--- src/rtl/vram_arbiter.sv ---
// Shares one single-port VRAM between a pulsed video fetcher and a level-handshaked CPU.
// Video has priority; a started access always runs MEM_LAT edges and back-to-back accesses chain.
module vram_arbiter #(
  parameter int MEM_LAT = 2
) (
  input  logic        clk_sys,
  input  logic        reset,
  input  logic        vid_req,
  input  logic [13:0] vid_addr,
  output logic [15:0] vid_data,
  output logic        vid_valid,
  output logic        vid_ovf,
  input  logic        vid_ovf_clr,
  input  logic        cpu_req,
  input  logic        cpu_we,
  input  logic [1:0]  cpu_wtbt,
  input  logic [13:0] cpu_addr,
  input  logic [15:0] cpu_din,
  output logic [15:0] cpu_dout,
  output logic        cpu_ack,
  output logic [13:0] mem_addr,
  output logic        mem_we,
  output logic [1:0]  mem_be,
  output logic [15:0] mem_din,
  input  logic [15:0] mem_dout
);

  localparam logic [1:0] S_IDLE = 2'd0;
  localparam logic [1:0] S_VID  = 2'd1;
  localparam logic [1:0] S_CPU  = 2'd2;

  logic [1:0]  state;
  logic [2:0]  cnt;
  logic        vid_pend;
  logic        cpu_armed;
  logic [13:0] vid_addr_q;

  logic        capture, vid_cap, cpu_cap, free;
  logic        pend_kept, vid_any, cpu_go;
  logic [13:0] vid_start_addr;

  always_comb begin
    capture        = (state != S_IDLE) && (cnt == 3'(MEM_LAT));
    vid_cap        = capture && (state == S_VID);
    cpu_cap        = capture && (state == S_CPU);
    free           = (state == S_IDLE) || capture;
    // The pending flag covers the whole video access and drops only at its capture edge.
    pend_kept      = vid_pend && !vid_cap;
    vid_any        = pend_kept || vid_req;
    vid_start_addr = pend_kept ? vid_addr_q : vid_addr;
    cpu_go         = cpu_req && cpu_armed && !cpu_cap;
  end

  always_ff @(posedge clk_sys) begin
    if (reset) begin
      state      <= S_IDLE;
      cnt        <= 3'd0;
      vid_pend   <= 1'b0;
      vid_ovf    <= 1'b0;
      cpu_armed  <= 1'b1;
      vid_addr_q <= 14'd0;
      vid_valid  <= 1'b0;
      cpu_ack    <= 1'b0;
      mem_we     <= 1'b0;
      mem_addr   <= 14'd0;
      mem_be     <= 2'b00;
      mem_din    <= 16'd0;
      vid_data   <= 16'd0;
      cpu_dout   <= 16'd0;
    end else begin
      vid_valid <= 1'b0;
      cpu_ack   <= 1'b0;

      if (vid_cap) begin
        vid_data  <= mem_dout;
        vid_valid <= 1'b1;
      end
      if (cpu_cap) begin
        cpu_ack <= 1'b1;
        if (!mem_we) cpu_dout <= mem_dout;
      end

      if (vid_req && !pend_kept) begin
        vid_pend   <= 1'b1;
        vid_addr_q <= vid_addr;
      end else if (vid_cap) begin
        vid_pend <= 1'b0;
      end

      if (vid_req && pend_kept) vid_ovf <= 1'b1;
      else if (vid_ovf_clr)     vid_ovf <= 1'b0;

      // Disarm at ack so a still-held request is not served twice.
      if (cpu_cap)       cpu_armed <= 1'b0;
      else if (!cpu_req) cpu_armed <= 1'b1;

      if (free && vid_any) begin
        state    <= S_VID;
        cnt      <= 3'd1;
        mem_addr <= vid_start_addr;
        mem_we   <= 1'b0;
        mem_be   <= 2'b11;
        mem_din  <= cpu_din;
      end else if (free && cpu_go) begin
        state    <= S_CPU;
        cnt      <= 3'd1;
        mem_addr <= cpu_addr;
        mem_we   <= cpu_we;
        mem_be   <= cpu_we ? cpu_wtbt : 2'b11;
        mem_din  <= cpu_din;
      end else if (capture) begin
        state  <= S_IDLE;
        cnt    <= 3'd0;
        mem_we <= 1'b0;
      end else if (state != S_IDLE) begin
        cnt <= cnt + 3'd1;
      end
    end
  end

endmodule

--- config.mk ---
export PLATFORM = sky130hd
export DESIGN_NAME = vram_arbiter
export DESIGN_NICKNAME = d
export VERILOG_FILES = /design/src/rtl/vram_arbiter.sv
export SDC_FILE = /design/constraint.sdc
export NUM_CORES = 1
export LEC_CHECK = 0
export CORE_MARGIN = 2
export CORE_UTILIZATION = 28
export DETAILED_ROUTE_END_ITERATION = 7
export SYNTH_ARGS = -nofsm -noshare
export SYNTH_HDL_FRONTEND = slang
export SYNTH_SLANG_ARGS = --single-unit
--- constraint.sdc ---
create_clock -name clk_sys -period 2.5 [get_ports clk_sys]
set_clock_uncertainty 0.05 [all_clocks]
set_input_delay 0.625 -clock clk_sys [delete_from_list [all_inputs] [get_ports clk_sys]]
set_output_delay 0.625 -clock clk_sys [all_outputs]
set_load 0.03 [all_outputs]
==> results.py, run 1 <==
metrics = {
    "grt": {
        "overflow": 0,
        "grt_pass1_wl_um": 15400,
        "grt_max_degree": 76,
        "first_global_vias": 3053,
        "antenna_found_initial": 0,
        "gr-usage-all-layers": 0.151,
    },
    "sta": {
        "slew_headroom": 0.657,
        "fin_tns_setup_ns": 0,
        "slew_viol_final": 0,
        "period_needed_ns": 2.11,
        "worst_pin_slew_ns": 0.514,
        "setup_violations": 0,
        "hold_viol": 0,
        "whs_ns": 0.403,
        "rsz0062_at_grt": "false",
        "fmax_mhz": 474,
        "period_share": 0.844,
    },
    "synthesis": {
        "synth-warning-count": 0,
        "syn_avg_cell_area_um2": 8.50,
        "synth_top_flop_cell": "dfxtp_1",
        "synth_most_common_cell": "nand2_1",
        "synth_top_area_share": 0.520,
        "synthesis.nets": 473,
        "synth_seq_cells": 89,
        "synth_edf_count": 0,
        "async_reset_ff_frac": 0,
        "synthTopCellsByArea": "dfxtp_1 52%, nand2_1 12%, a21oi_1 9.6%",
        "yosys.cell_types.count": 33,
        "synth_area_um2": 3430,
        "synthTopCellsByCount": "113 x nand2_1, 89 x dfxtp_1, 66 x a21oi_1, 30 x nor2_1, 17 x clkbuf_1",
        "synth_cells": 403,
        "yosys.area.top_type": "dfxtp_1",
        "yosysSeqAreaShare": 0.520,
    },
    "worst_setup_path": {
        "crit_end": "mem_addr[3]",
        "startpoint": "cnt[0]",
        "timing.rr.end": "mem_addr[3]",
        "cp_max_fo": 14,
        "r2r_slack_ns": 0.39,
        "critPathLaunchType": "flip-flop",
        "reg2reg_from": "cnt[0]",
        "worstPathRequired_ns": 2.68,
        "rr_worst_depth": 7,
        "cp-end-kind": "flip-flop",
        "critPathArrivalTime_ns": 2.29,
        "path_class": "reg -> reg",
    },
    "placement": {
        "place_congestion": 0.781,
        "hpwlAfterDp_um": 6790,
        "dpl-instance-area_um2": 4910,
        "dp_cells": 667,
        "port_buffers": 135,
    },
    "cts": {
        "clk_path_buf_depth": 2,
        "post_cts_buffers": 0,
        "cts_tree": "done",
        "clk_latency_ns": 0.34,
        "cts-root-buf": "clkbuf_16",
        "cts_buffers": 9,
        "hold_buffers": 0,
        "cts.sinks": 89,
        "clk_pin_slew_ns": 0.06,
        "ctsResizeCount": 0,
        "cts.htree.levels": 3,
    },
    "pwr": {
        "leakagePower_nw": 1.94,
        "ir_drop_uv": 331,
        "power_per_cell_area_nw_per_um2": 717,
    },
    "floorplanning": {
        "core.rowCount": 40,
        "die_y_um": 115,
        "core_area_um2": 12000,
        "ios": 136,
        "die_w_um": 115,
        "design.die.area_um2": 13100,
        "initial_core_util": 0.286,
    },
    "detailed_routing": {
        "dr_wl_met3_um": 661,
        "wl_met1_um": 4410,
        "wl_per_cell_um": 14.2,
        "first_iter_violations": 121,
        "viasPerCell": 4.66,
        "ant_nets": 0,
        "wl_met2_um": 4420,
        "dr.max_layer_used": "met4",
        "num_vias": 3186,
        "drc": 0,
        "first_pass_iters": 5,
        "postRouteWirelength_um": 9670,
    },
    "run_status": {
        "outcome": "finished clean",
    },
    "final_layout": {
        "antenna_cells": 0,
        "fin_area_um2": 5220,
        "final_cell_count_no_fill": 683,
        "layout-drive-gt1-share": 0.0634,
        "nets": 601,
        "fillers": 1185,
        "fin_util": 0.436,
        "syn_to_final_growth_pct": 52.2,
    },
    "flow_run": {
        "cap_violations": 0,
    },
    "worst_hold_path": {
        "hp-class": "reg -> reg",
    },
}
per-layer routing:
layer,GRT usage,vias to the layer above
li1,-,1613
met3,0.0492,11
met2,0.234,85
met5,0,-
met4,0.0699,0
met1,0.189,1477
how the worst min path moves through the flow:
stage                         from             end  depth (start not counted)
finish                vid_data[15]    vid_data[15]                          2
global route        vid_addr_q[12]  vid_addr_q[12]                          2
CTS                   vid_data[15]    vid_data[15]                          2
detailed placement    vid_data[15]    vid_data[15]                          2
global placement       cpu_dout[7]     cpu_dout[7]                          2
floorplan           vid_addr_q[13]  vid_addr_q[13]                          2
registers in the layout, summed over array words and instances (netlist names), 2 cells and up:
| name | count |
|---|---|
| mem_addr | 14 |
| mem_be | 2 |
| mem_din | 16 |
| cpu_dout | 16 |
| vid_addr_q | 14 |
| vid_data | 16 |
| state | 2 |
| cnt | 3 |
final cells by class:
cell class,instances,area [um^2],area share
timing repair buffer,144,1440,0.276
inverter,3,11.3,0.00216
tap,147,184,0.0353
clock inverter,6,67.6,0.0130
multi-input combinational,284,1490,0.286
clock buffer,10,239,0.0458
sequential,89,1780,0.342
power breakdown:
part	switching (mW)	total, mW	internal [mW]
clock network	0.567	1.37	0.803
registers	0.0607	1.58	1.52
logic	0.417	0.791	0.374
critical path: stages (launching register included):
cell	delay, ns
dfxtp_1	0.37
inv_1	0.06
ha_1	0.23
nor2b_1	0.16
nor2_1	0.28
or3_1	0.48
a21oi_1	0.10
a221o_1	0.28
logic make-up (layout without fill, tap and decap cells):
group,count (synthesis),after routing,share of synthesized area
muxes,16,16,0.0467
AOI/OAI and AO/OA,91,91,0.166
DFF,89,89,0.520
xor gates and xnor gates,1,1,0.00256
buffers and inverters,30,163,0.0442
adders and majority gates,2,2,0.00730
and+or+nand+nor,174,174,0.213
stage by stage:
step / worst slack [ns] / total power [mW]
2_1_floorplan: 0.626 / 2.07
3_3_place_gp: 0.263 / 2.40
3_5_place_dp: 0.201 / 2.41
4_1_cts: 0.376 / 3.80
5_1_grt: 0.157 / 3.92
6_report: 0.389 / 3.74
cell usage in the layout (no fill, tap or decap), types with 3 or more instances in the layout:
master           Yosys  final
inv_1                3      3
a21oi_1             66     66
o21ai_0              3      3
nand3b_1             4      4
nand2b_1             3      3
nand2_1            113    113
clkbuf_16            0      9
nor2_1              30     30
mux2i_1             16     16
nand3_1             15     15
a221o_1             14     14
clkdlybuf4s50_1      0    134
dfxtp_1             89     89
buf_4                2      7
Power figures use the tool's default switching activity.
==> run 2: changes to the inputs <==
Clock period 2.5 ns to 2.1 ns, I/O delays scaled along.
==> run 2 against run 1 <==
Compared with the run above:
- sequential power grew 19%
- register-to-register slack got worse by 0.17 ns
- critical path depth shrank 6
- sequential share of layout area down 0.16 points
- wire length grew 2.8%
- global-route usage increased by 0.41 points
- core utilization up 0.20 points
- clock power rose by 11%
- design area up 0.46%
- first-iteration DRC count up 12%
==> results.py, run 2 (synthesized netlist as in run 1, its figures left out) <==
metrics = {
    "detailed_routing": {
        "first_pass_iters": 4,
        "postRouteWirelength_um": 9940,
        "wl_per_cell_um": 14.4,
        "viasPerCell": 4.70,
        "ant_nets": 0,
        "first_iter_violations": 135,
        "drc": 0,
        "num_vias": 3235,
    },
    "placement": {
        "dpl-instance-area_um2": 4950,
        "hpwlAfterDp_um": 7010,
        "port_buffers": 135,
        "place_congestion": 0.773,
    },
    "worst_setup_path": {
        "cp_num_buf_inv": 1,
        "critPathArrivalTime_ns": 1.40,
        "path_delay_family": "buffers and inverters",
        "path_class": "reg -> out",
        "cp_slowest_stage_delay_ns": 0.70,
        "critPathLaunchType": "flip-flop",
        "slowest_stage": "clkdlybuf4s50_1",
        "cp_cell_sequence": "clkdlybuf4s50_1",
        "cp_max_fo": 4,
        "worstPathRequired_ns": 1.52,
        "cp-end-kind": "primary output",
    },
    "final_layout": {
        "layout-drive-gt1-share": 0.0721,
        "syn_to_final_growth_pct": 52.9,
        "reg.largest.list": "cpu_dout x16, mem_din x16, vid_data x16",
        "layout_commonest_cell": "clkdlybuf4s50_1",
        "antenna_cells": 0,
        "nets": 607,
        "fin_area_um2": 5240,
        "final_cell_mix": "134 x clkdlybuf4s50_1, 113 x nand2_1, 89 x dfxtp_1",
    },
    "grt": {
        "use_met2": 0.245,
        "use_met1": 0.202,
        "antenna_found_initial": 0,
        "gr-usage-all-layers": 0.155,
        "first_global_vias": 3133,
        "busiest_layer": "met2",
        "overflow": 0,
        "grt_max_degree": 43,
        "grt_pass1_wl_um": 15900,
        "globalRouteMet3Util": 0.0349,
    },
    "cts": {
        "cts_buffers": 9,
        "cts.sinks": 89,
        "cts_tree": "done",
        "clk_path_buf_depth": 2,
        "hold_buffers": 0,
        "cts-root-buf": "clkbuf_16",
        "clk_latency_ns": 0.33,
        "clk_pin_slew_ns": 0.06,
        "cts.htree.levels": 3,
    },
    "pwr": {
        "switching_power_mw": 1.21,
        "seqPwrFrac": 0.431,
        "ir_drop_uv": 341,
        "power_per_cell_area_nw_per_um2": 835,
        "power_frac_clock": 0.348,
        "p_int_mw": 3.16,
        "leakagePower_nw": 1.96,
        "power_frac_comb": 0.221,
        "sw_frac_of_total": 0.277,
    },
    "floorplanning": {
        "die_w_um": 115,
        "ios": 136,
        "core.rowCount": 40,
        "initial_core_util": 0.286,
        "die_y_um": 115,
        "design.die.area_um2": 13100,
        "core_area_um2": 12000,
    },
    "sta": {
        "fin_tns_setup_ns": 0,
        "worst_pin_slew_ns": 0.500,
        "fmax_mhz": 505,
        "period_needed_ns": 1.98,
        "setup_violations": 0,
        "hold_viol": 0,
        "slew_headroom": 0.666,
        "period_share": 0.942,
        "rsz0062_at_grt": "false",
        "slew_viol_final": 0,
    },
    "run_status": {
        "outcome": "finished clean",
    },
    "flow_run": {
        "cap_violations": 0,
    },
    "worst_hold_path": {
        "hp-class": "reg -> reg",
    },
}
run 2: cell types whose count changed in the layout (fill, tap and decap cells not counted), sizes merged:
cell,before,now
buf,10,16
clkbuf,10,13
clkinv,3,1
bufinv,1,0
clkinvlp,2,1
run 2: routing by layer:
metal / up-vias / share of wire
li1: 1620 / -
met1: 1511 / 0.45
met2: 93 / 0.47
met3: 11 / 0.062
met4: 0 / 0.017
met5: - / 0
run 2: power groups by stage:
stage / Sequential, mW / Combinational (mW) / Clock, mW
2_1_floorplan: 2.09 / 0.383 / 0
3_3_place_gp: 1.92 / 0.955 / 0
3_5_place_dp: 1.92 / 0.967 / 0
4_1_cts: 1.89 / 0.971 / 1.56
5_1_grt: 1.90 / 1.04 / 1.63
6_report: 1.88 / 0.968 / 1.52
run 2: stage by stage:
| stage | std cells | worst slack [ns] | total power, mW | utilization | hold slack (ns) |
|---|---|---|---|---|---|
| 2_1_floorplan | 403 | 0.226 | 2.47 | - | 0.387 |
| 3_3_place_gp | 673 | 0.0400 | 2.87 | 0.414 | 0.392 |
| 3_5_place_dp | 673 | 0.0114 | 2.89 | 0.414 | 0.396 |
| 4_1_cts | 688 | 0.0767 | 4.42 | 0.438 | 0.405 |
| 5_1_grt | 688 | 0.0368 | 4.57 | 0.438 | 0.419 |
| 6_report | 688 | 0.121 | 4.37 | 0.438 | 0.402 |
run 2: timing repair:
item	CTS	global route
setup endpoints to repair	0	14
setup buffers	0	0
gates resized for setup	0	2
run 2: path summary, 6_finish.rpt:
check / startpoint / endpoint / slack (ns) / depth (start not counted)
setup / recovery: mem_we / mem_we / 0.12 / 1
hold / removal: vid_data[10] / vid_data[10] / 0.40 / 2
setup reg to reg: cnt[0] / cpu_dout[13] / 0.22 / 7
hold reg to reg: vid_data[10] / vid_data[10] / 0.40 / 2
run 2: final cells by class:
class	count	area [um^2]
multi-input combinational	284	1500
inverter	3	11.3
tap	147	184
clock inverter	2	12.5
fill	1181	6720
sequential	89	1780
timing repair buffer	150	1480
clock buffer	13	270
==> run 3: changes to the inputs <==
Settings changed: CAP_MARGIN set to 20, CTS_CLUSTER_SIZE set to 20, SLEW_MARGIN set to 25.
==> results of run 3 <==
No change in the layout: final DEF, timing and power equal those of run 2.
